### src/rtl/key_entry_buffer_pkg.sv
// rtl/key_entry_buffer_pkg.sv - shared lock package: key codes and entry FSM states
package key_entry_buffer_pkg;

   localparam logic [3:0] KEY_DIGIT_MIN  = 4'h0;
   localparam logic [3:0] KEY_DIGIT_MAX  = 4'h9;
   localparam logic [3:0] KEY_LETTER_MIN = 4'hA;
   localparam logic [3:0] KEY_LETTER_MAX = 4'hD;
   localparam logic [3:0] KEY_STAR       = 4'hE;
   localparam logic [3:0] KEY_HASH       = 4'hF;

   typedef enum logic [1:0] {
      ST_IDLE  = 2'd0,
      ST_ENTRY = 2'd1,
      ST_EMIT  = 2'd2
   } entry_state_e;

   function automatic logic is_terminator(input logic [3:0] code);
      return (code == KEY_STAR) || (code == KEY_HASH);
   endfunction

endpackage

### src/rtl/key_entry_buffer_if.sv
// rtl/key_entry_buffer_if.sv - keypad strobe in, completed entry out
interface key_entry_buffer_if #(
   parameter int MAX_KEYS = 4
);
   logic                    key_valid;
   logic [3:0]              key_code;
   logic                    entry_valid;
   logic [4*MAX_KEYS-1:0]   entry_data;
   logic [3:0]              entry_len;
   logic                    entry_term;
   logic                    entry_err;

   modport master (
      output key_valid, key_code,
      input  entry_valid, entry_data, entry_len, entry_term, entry_err
   );

   modport slave (
      input  key_valid, key_code,
      output entry_valid, entry_data, entry_len, entry_term, entry_err
   );
endinterface

### src/rtl/key_entry_buffer_inactivity_timer.sv
// rtl/key_entry_buffer_inactivity_timer.sv - inactivity_timer: pulses expired after CYCLES idle run cycles
module inactivity_timer #(
   parameter int unsigned CYCLES = 250_000_000
) (
   input  logic clk,
   input  logic reset,
   input  logic restart,
   input  logic run,
   output logic expired
);
   localparam int W = (CYCLES > 1) ? $clog2(CYCLES) : 1;
   localparam logic [W-1:0] LAST = W'(CYCLES - 1);

   logic [W-1:0] cnt_q;

   // A restart in the firing cycle wins, so a late key never times out.
   assign expired = run && !restart && (cnt_q == LAST);

   always_ff @(posedge clk) begin
      if (reset || restart || !run || (cnt_q == LAST)) begin
         cnt_q <= '0;
      end else begin
         cnt_q <= cnt_q + 1'b1;
      end
   end
endmodule

### src/rtl/key_entry_buffer.sv
// rtl/key_entry_buffer.sv - collects keypad digits into one entry terminated by '*' or '#'
module key_entry_buffer
   import key_entry_buffer_pkg::*;
#(
   parameter int          MAX_KEYS       = 4,
   parameter int unsigned TIMEOUT_CYCLES = 250_000_000
) (
   input  logic                clk,
   input  logic                reset,
   input  logic                enable,
   input  logic                clear,
   key_entry_buffer_if.slave   kif,
   output logic                timeout,
   output logic [3:0]          key_count,
   output logic                busy
);
   localparam int         DW      = 4 * MAX_KEYS;
   localparam logic [3:0] MAX_CNT = 4'(MAX_KEYS);

   entry_state_e  state_q;
   logic [DW-1:0] buf_q, shift_d, entry_data_q;
   logic [3:0]    count_q, entry_len_q;
   logic          ovf_q, entry_valid_q, entry_term_q, entry_err_q, timeout_q;
   logic          accept, key_term, tmr_expired;

   assign accept   = kif.key_valid && enable && !clear;
   assign key_term = is_terminator(kif.key_code);

   always_comb begin
      shift_d      = buf_q << 4;
      shift_d[3:0] = kif.key_code;
   end

   inactivity_timer #(.CYCLES(TIMEOUT_CYCLES)) u_timer (
      .clk     (clk),
      .reset   (reset),
      .restart (accept),
      .run     (state_q == ST_ENTRY),
      .expired (tmr_expired)
   );

   always_ff @(posedge clk) begin
      if (reset) begin
         state_q       <= ST_IDLE;
         buf_q         <= '0;
         count_q       <= '0;
         ovf_q         <= 1'b0;
         entry_valid_q <= 1'b0;
         entry_data_q  <= '0;
         entry_len_q   <= '0;
         entry_term_q  <= 1'b0;
         entry_err_q   <= 1'b0;
         timeout_q     <= 1'b0;
      end else begin
         entry_valid_q <= 1'b0;
         timeout_q     <= 1'b0;
         if (clear) begin
            state_q <= ST_IDLE;
            buf_q   <= '0;
            count_q <= '0;
            ovf_q   <= 1'b0;
         end else begin
            case (state_q)
               ST_IDLE: begin
                  if (accept && key_term) begin
                     entry_data_q  <= '0;
                     entry_len_q   <= '0;
                     entry_term_q  <= (kif.key_code == KEY_HASH);
                     entry_err_q   <= 1'b0;
                     entry_valid_q <= 1'b1;
                     state_q       <= ST_EMIT;
                  end else if (accept) begin
                     buf_q   <= DW'(kif.key_code);
                     count_q <= 4'd1;
                     state_q <= ST_ENTRY;
                  end
               end
               ST_ENTRY: begin
                  if (accept && key_term) begin
                     entry_data_q  <= buf_q;
                     entry_len_q   <= count_q;
                     entry_term_q  <= (kif.key_code == KEY_HASH);
                     entry_err_q   <= ovf_q;
                     entry_valid_q <= 1'b1;
                     state_q       <= ST_EMIT;
                  end else if (accept) begin
                     // A full buffer keeps the first MAX_KEYS keys and only flags overflow.
                     if (count_q < MAX_CNT) begin
                        buf_q   <= shift_d;
                        count_q <= count_q + 4'd1;
                     end else begin
                        ovf_q <= 1'b1;
                     end
                  end else if (tmr_expired) begin
                     timeout_q <= 1'b1;
                     buf_q     <= '0;
                     count_q   <= '0;
                     ovf_q     <= 1'b0;
                     state_q   <= ST_IDLE;
                  end
               end
               ST_EMIT: begin
                  buf_q   <= '0;
                  count_q <= '0;
                  ovf_q   <= 1'b0;
                  state_q <= ST_IDLE;
               end
               default: state_q <= ST_IDLE;
            endcase
         end
      end
   end

   assign kif.entry_valid = entry_valid_q;
   assign kif.entry_data  = entry_data_q;
   assign kif.entry_len   = entry_len_q;
   assign kif.entry_term  = entry_term_q;
   assign kif.entry_err   = entry_err_q;
   assign timeout         = timeout_q;
   assign key_count       = count_q;
   assign busy            = (state_q == ST_ENTRY);
endmodule

### src/flat_wrapper.sv
// flat-port wrapper written by rule: the top's interface ports become plain ports
module key_entry_buffer_flat import key_entry_buffer_pkg::*;
#(
   parameter int          MAX_KEYS       = 4,
   parameter int unsigned TIMEOUT_CYCLES = 250_000_000
)
  (clk, reset, enable, clear, timeout, key_count, busy, kif_key_valid, kif_key_code, kif_entry_valid, kif_entry_data, kif_entry_len, kif_entry_term, kif_entry_err);
  key_entry_buffer_if #(.MAX_KEYS(MAX_KEYS)) kif_i ();
  input  logic clk;
  input  logic reset;
  input  logic enable;
  input  logic clear;
  output logic timeout;
  output logic [3:0] key_count;
  output logic busy;
  input wire logic [$bits(kif_i.key_valid)-1:0] kif_key_valid;
  input wire logic [$bits(kif_i.key_code)-1:0] kif_key_code;
  output wire logic [$bits(kif_i.entry_valid)-1:0] kif_entry_valid;
  output wire logic [$bits(kif_i.entry_data)-1:0] kif_entry_data;
  output wire logic [$bits(kif_i.entry_len)-1:0] kif_entry_len;
  output wire logic [$bits(kif_i.entry_term)-1:0] kif_entry_term;
  output wire logic [$bits(kif_i.entry_err)-1:0] kif_entry_err;
  assign kif_i.key_valid = kif_key_valid;
  assign kif_i.key_code = kif_key_code;
  assign kif_entry_valid = kif_i.entry_valid;
  assign kif_entry_data = kif_i.entry_data;
  assign kif_entry_len = kif_i.entry_len;
  assign kif_entry_term = kif_i.entry_term;
  assign kif_entry_err = kif_i.entry_err;
  key_entry_buffer #(.MAX_KEYS(MAX_KEYS), .TIMEOUT_CYCLES(TIMEOUT_CYCLES)) u_core (.clk(clk), .reset(reset), .enable(enable), .clear(clear), .kif(kif_i), .timeout(timeout), .key_count(key_count), .busy(busy));
endmodule
### config.mk
export PLATFORM = sky130hd
export DESIGN_NAME = key_entry_buffer_flat
export DESIGN_NICKNAME = d
export VERILOG_FILES = /design/src/rtl/key_entry_buffer_pkg.sv /design/src/rtl/key_entry_buffer_if.sv /design/src/rtl/key_entry_buffer_inactivity_timer.sv /design/src/rtl/key_entry_buffer.sv /design/src/flat_wrapper.sv
export SDC_FILE = /design/constraint.sdc
export NUM_CORES = 1
export LEC_CHECK = 0
export CORE_MARGIN = 4
export CORE_UTILIZATION = 55
export DETAILED_ROUTE_END_ITERATION = 8
export GPL_TIMING_DRIVEN = 0
export HOLD_SLACK_MARGIN = 0.15
export PLACE_DENSITY = 0.84
export REMOVE_ABC_BUFFERS = 1
export SLEW_MARGIN = 20
export SYNTH_ARGS = -nofsm -noshare
export SYNTH_HDL_FRONTEND = slang
export SYNTH_SLANG_ARGS = --single-unit
### constraint.sdc
create_clock -name clk -period 2.2 [get_ports clk]
set_input_delay 0.33 -clock clk [delete_from_list [all_inputs] [get_ports clk]]
set_output_delay 0.33 -clock clk [all_outputs]
set_load 0.01 [all_outputs]
==> summary.txt <==
Floorplanning
  • Die Y: between 80 and 90 µm
  • DIE WIDTH: between 80 and 90 µm
  • Core area: 0.00564 mm²
  • Core Rows: 27
  • Starting Density: ~58%
  • Io pins: 38
  • DIE AREA: approximately 0.0073 mm²

Worst hold path
  • Hold Path Depth: 2
  • Hold Crit Start: u_core.kif.entry_data[13]
  • Worst Hold End: u_core.kif.entry_data[13]
  • Min-delay worst type: reg2reg

Worst setup path
  • Worst Setup Start Kind: primary input
  • CP max stage delay: ~0.52 ns
  • Critical path's slowest cell: clkdlybuf4s50_1
  • Worst R2R Start: u_core.u_timer.cnt_q[10]
  • Reg2reg path depth: 5
  • Arrival time at the worst endpoint: about 2.4 ns
  • Crit Path Max Fanout: 6
  • Critical Path RT: approximately 2.5 ns
  • Reg2Reg Setup Slack: roughly 0.090 ns
  • Worst Setup End Kind: flip-flop
  • CP Cell Sequence: clkdlybuf4s50_1 > nand3b_1 > o21a_1 > or3_1 > or3b_1 > a221oi_2
  • Critical R2R Capture: u_core.key_count[2]
  • WS Path Type: in2reg

Yosys
  • Netlist Area Pre-Place: ~0.0033 mm²
  • Synth top area cells: dfxtp_1 46%, nand2_1 7.2%, nand3_1 6.5%
  • Post-synth top flop: dfxtp_1
  • FF+latch count, synth: 75
  • Syn_area_per_cell: 8.44 µm²
  • Post-synthesis sequential area ratio: between 40% and 50%
  • Synth warn: 0
  • Synth top area share: a little under half
  • Mapped Cells: a little under 400
  • Number of enable flip-flop cells after synthesis: 0
  • Most area-hungry cell type in the Yosys netlist: dfxtp_1
  • Distinct cells, synth: 45
  • Fraction of registers with async set/reset: 0%

Drt
  • Via-to-Cell Ratio: about 5.6
  • Total length of routed wires: a little over 7 mm
  • WL/cell: roughly 14 µm
  • Residual DRC: 0
  • First-pass DRT Iterations: 4
  • Detailed-route via count: roughly 2800
  • Post-route ant nets: 0
  • Number of DRC markers in iteration 0: ~170

CTS
  • CTS Buf Count: 9
  • CTS Hold Bufs: 0
  • CTS tree: yes
  • Clock sinks: 75
  • Worst skew pair latency: roughly 0.35 ns
  • Clk root buf: clkbuf_8
  • Clock buffer depth: 2
  • Clk pin slew, worst setup/hold paths: about 0.08 ns
  • H-tree Lvls: 3

GRT
  • Gr usage total: between 20% and 30%
  • First-pass GRT wire length: 11.9 mm
  • Largest net degree at the start of global routing: 30
  • Vias in the first global route: between 2000 and 3000
  • Initial antenna violation count: 0
  • GRT overflow: 0

Layout
  • Area growth, synth to finish: 21.4%
  • Nets: ~440
  • FF/Latch Area: roughly 0.0015 mm²
  • Most common cell after layout, fill and taps aside: dfxtp_1
  • Commonest non-fill, non-tap cells in the layout: 75 x dfxtp_1, 63 x nand2_1, 43 x nand3_1, 39 x nor2_1, 36 x clkdlybuf4s50_1
  • Non-filler cells, final: between 500 and 600
  • FILL cells: about 400
  • Share of cells above drive strength 1: 9.74%
  • Antenna cells: 0
  • Final Core Density: 70.8%
  • Multi-input gate area: 0.00172 mm²

Pwr
  • Pleak: between 1 and 1.5 nW
  • Worst IR Drop VDD: ~400 µV
  • Cell Pwr Density: between 600 and 700 mW/mm²

Timing
  • RSZ-0062 raised after global routing: false
  • Final worst-path cycle share: roughly 97%
  • Rel. slew slack: between 30% and 40%
  • Minimum clock period: between 2 and 2.5 ns
  • Setup TNS: 0 ns
  • Final setup fails: 0
  • Fin. Hold Viols: 0
  • Slew @ Worst Pin: approximately 0.99 ns
  • Fmax: 0.469 GHz
  • Worst Skew: 0.00813 ns
  • Pins over their slew limit: 0

Placed design
  • Final GP Congestion: 0.850
  • Placed cell count: roughly 480
  • Port bufs: 37
  • DP HPWL: 4.65 mm

Flow run
  • Number of max-cap violations: 0

Outcome
  • Run status: finished, final reports clean
Yosys cell counts, types with 2 or more instances:
cell type  count
a21oi_1       25
a31oi_1        2
and3_1         6
and4_1         3
buf_2          3
buf_4          3
clkbuf_1      17
dfxtp_1       75
ha_1           6
inv_1         10
mux2i_1       17
nand2_1       63
nand3_1       43
nand4_1        5
nor2_1        42
nor3_1         8
nor4_1         4
nor4b_1        2
o211ai_1       2
o21a_1         2
o21ai_0        2
or3_1          3
xnor2_1       15
xor2_1        11
state kept, by name (all words and copies together), names as in the netlist, 2 cells and up:
signal and flops:
u_core.kif.entry_len 4, u_core.key_count 4, u_core.state_q 2, u_core.kif.entry_data 16, u_core.u_timer.cnt_q 28, u_core.buf_q 16
routing by layer:
layer,GRT usage (%),vias to the layer above,wire [µm],part of all wire [%]
met4,11.4,0,140,2.0
li1,-,1410,-,-
met2,34.2,75,3470,49
met1,23.4,1317,3160,44
met3,3.98,13,355,5.0
met5,0,-,0,0
metrics by stage:
| stage | total power, mW | hold WS, ns | worst slack, ns | cell area [µm²] |
|---|---|---|---|---|
| after CTS | 2.47 | 0.454 | 0.00124 | 3920 |
| after global placement | 1.48 | 0.437 | -1.51 | 3650 |
| after detailed placement | 1.48 | 0.445 | -0.775 | 3680 |
| final | 2.46 | 0.455 | 0.0686 | 4000 |
| after global routing | 2.54 | 0.474 | 0.00880 | 4000 |
| after floorplan | 1.44 | 0.399 | -0.755 | 3190 |
logic make-up after synthesis:
group / after synthesis / synth area share [%]
compound gates: 42 / 7.86
xor+xnor: 26 / 6.91
fa+ha+maj: 6 / 2.28
buf+inv: 33 / 4.22
flops: 75 / 45.6
mux: 17 / 5.17
simple gates: 191 / 28.0
worst max-delay path: cells and delay by family:
| family | cells | cell delay, ns |
|---|---|---|
| buffers and inverters | 1 | 0.52 |
| AOI/OAI and AO/OA | 2 | 0.45 |
| and+or+nand+nor | 3 | 1.09 |
area by class of cell:
class | instances | area share, %
clock buffer | 9 | 3.10
clock inverter | 6 | 1.44
inverter | 10 | 0.939
multi-input combinational | 282 | 42.9
sequential | 75 | 37.6
tap | 72 | 2.25
timing repair buffer | 49 | 11.8
how the worst max path moves through the flow:
stage,from,endpoint,slack (ns),depth (start not counted)
6_report,clear,u_core.key_count[2],0.07,6
5_1_grt,u_core.state_q[0],u_core.key_count[2],0.009,6
4_1_cts,u_core.u_timer.cnt_q[0],u_core.u_timer.cnt_q[26],0.001,6
3_5_place_dp,clear,u_core.buf_q[14],-0.78,7
3_3_place_gp,u_core.state_q[0],u_core.kif.entry_data[2],-1.51,5
2_1_floorplan,u_core.state_q[1],u_core.key_count[3],-0.76,7
report_power, final:
group,internal (mW),total [mW],switching [mW],leakage [nW]
combinational,0.0418,0.100,0.0582,0.562
sequential,1.36,1.36,0.00318,0.604
clock,0.509,0.996,0.487,0.0946
total,1.91,2.46,0.549,1.26
what timing repair did:
action	in CTS	in global routing
buffers inserted	3	7
setup endpoints to repair	73	43
resized for setup	9	3
pin swaps	2	4
(Power assumes the default switching activity.)
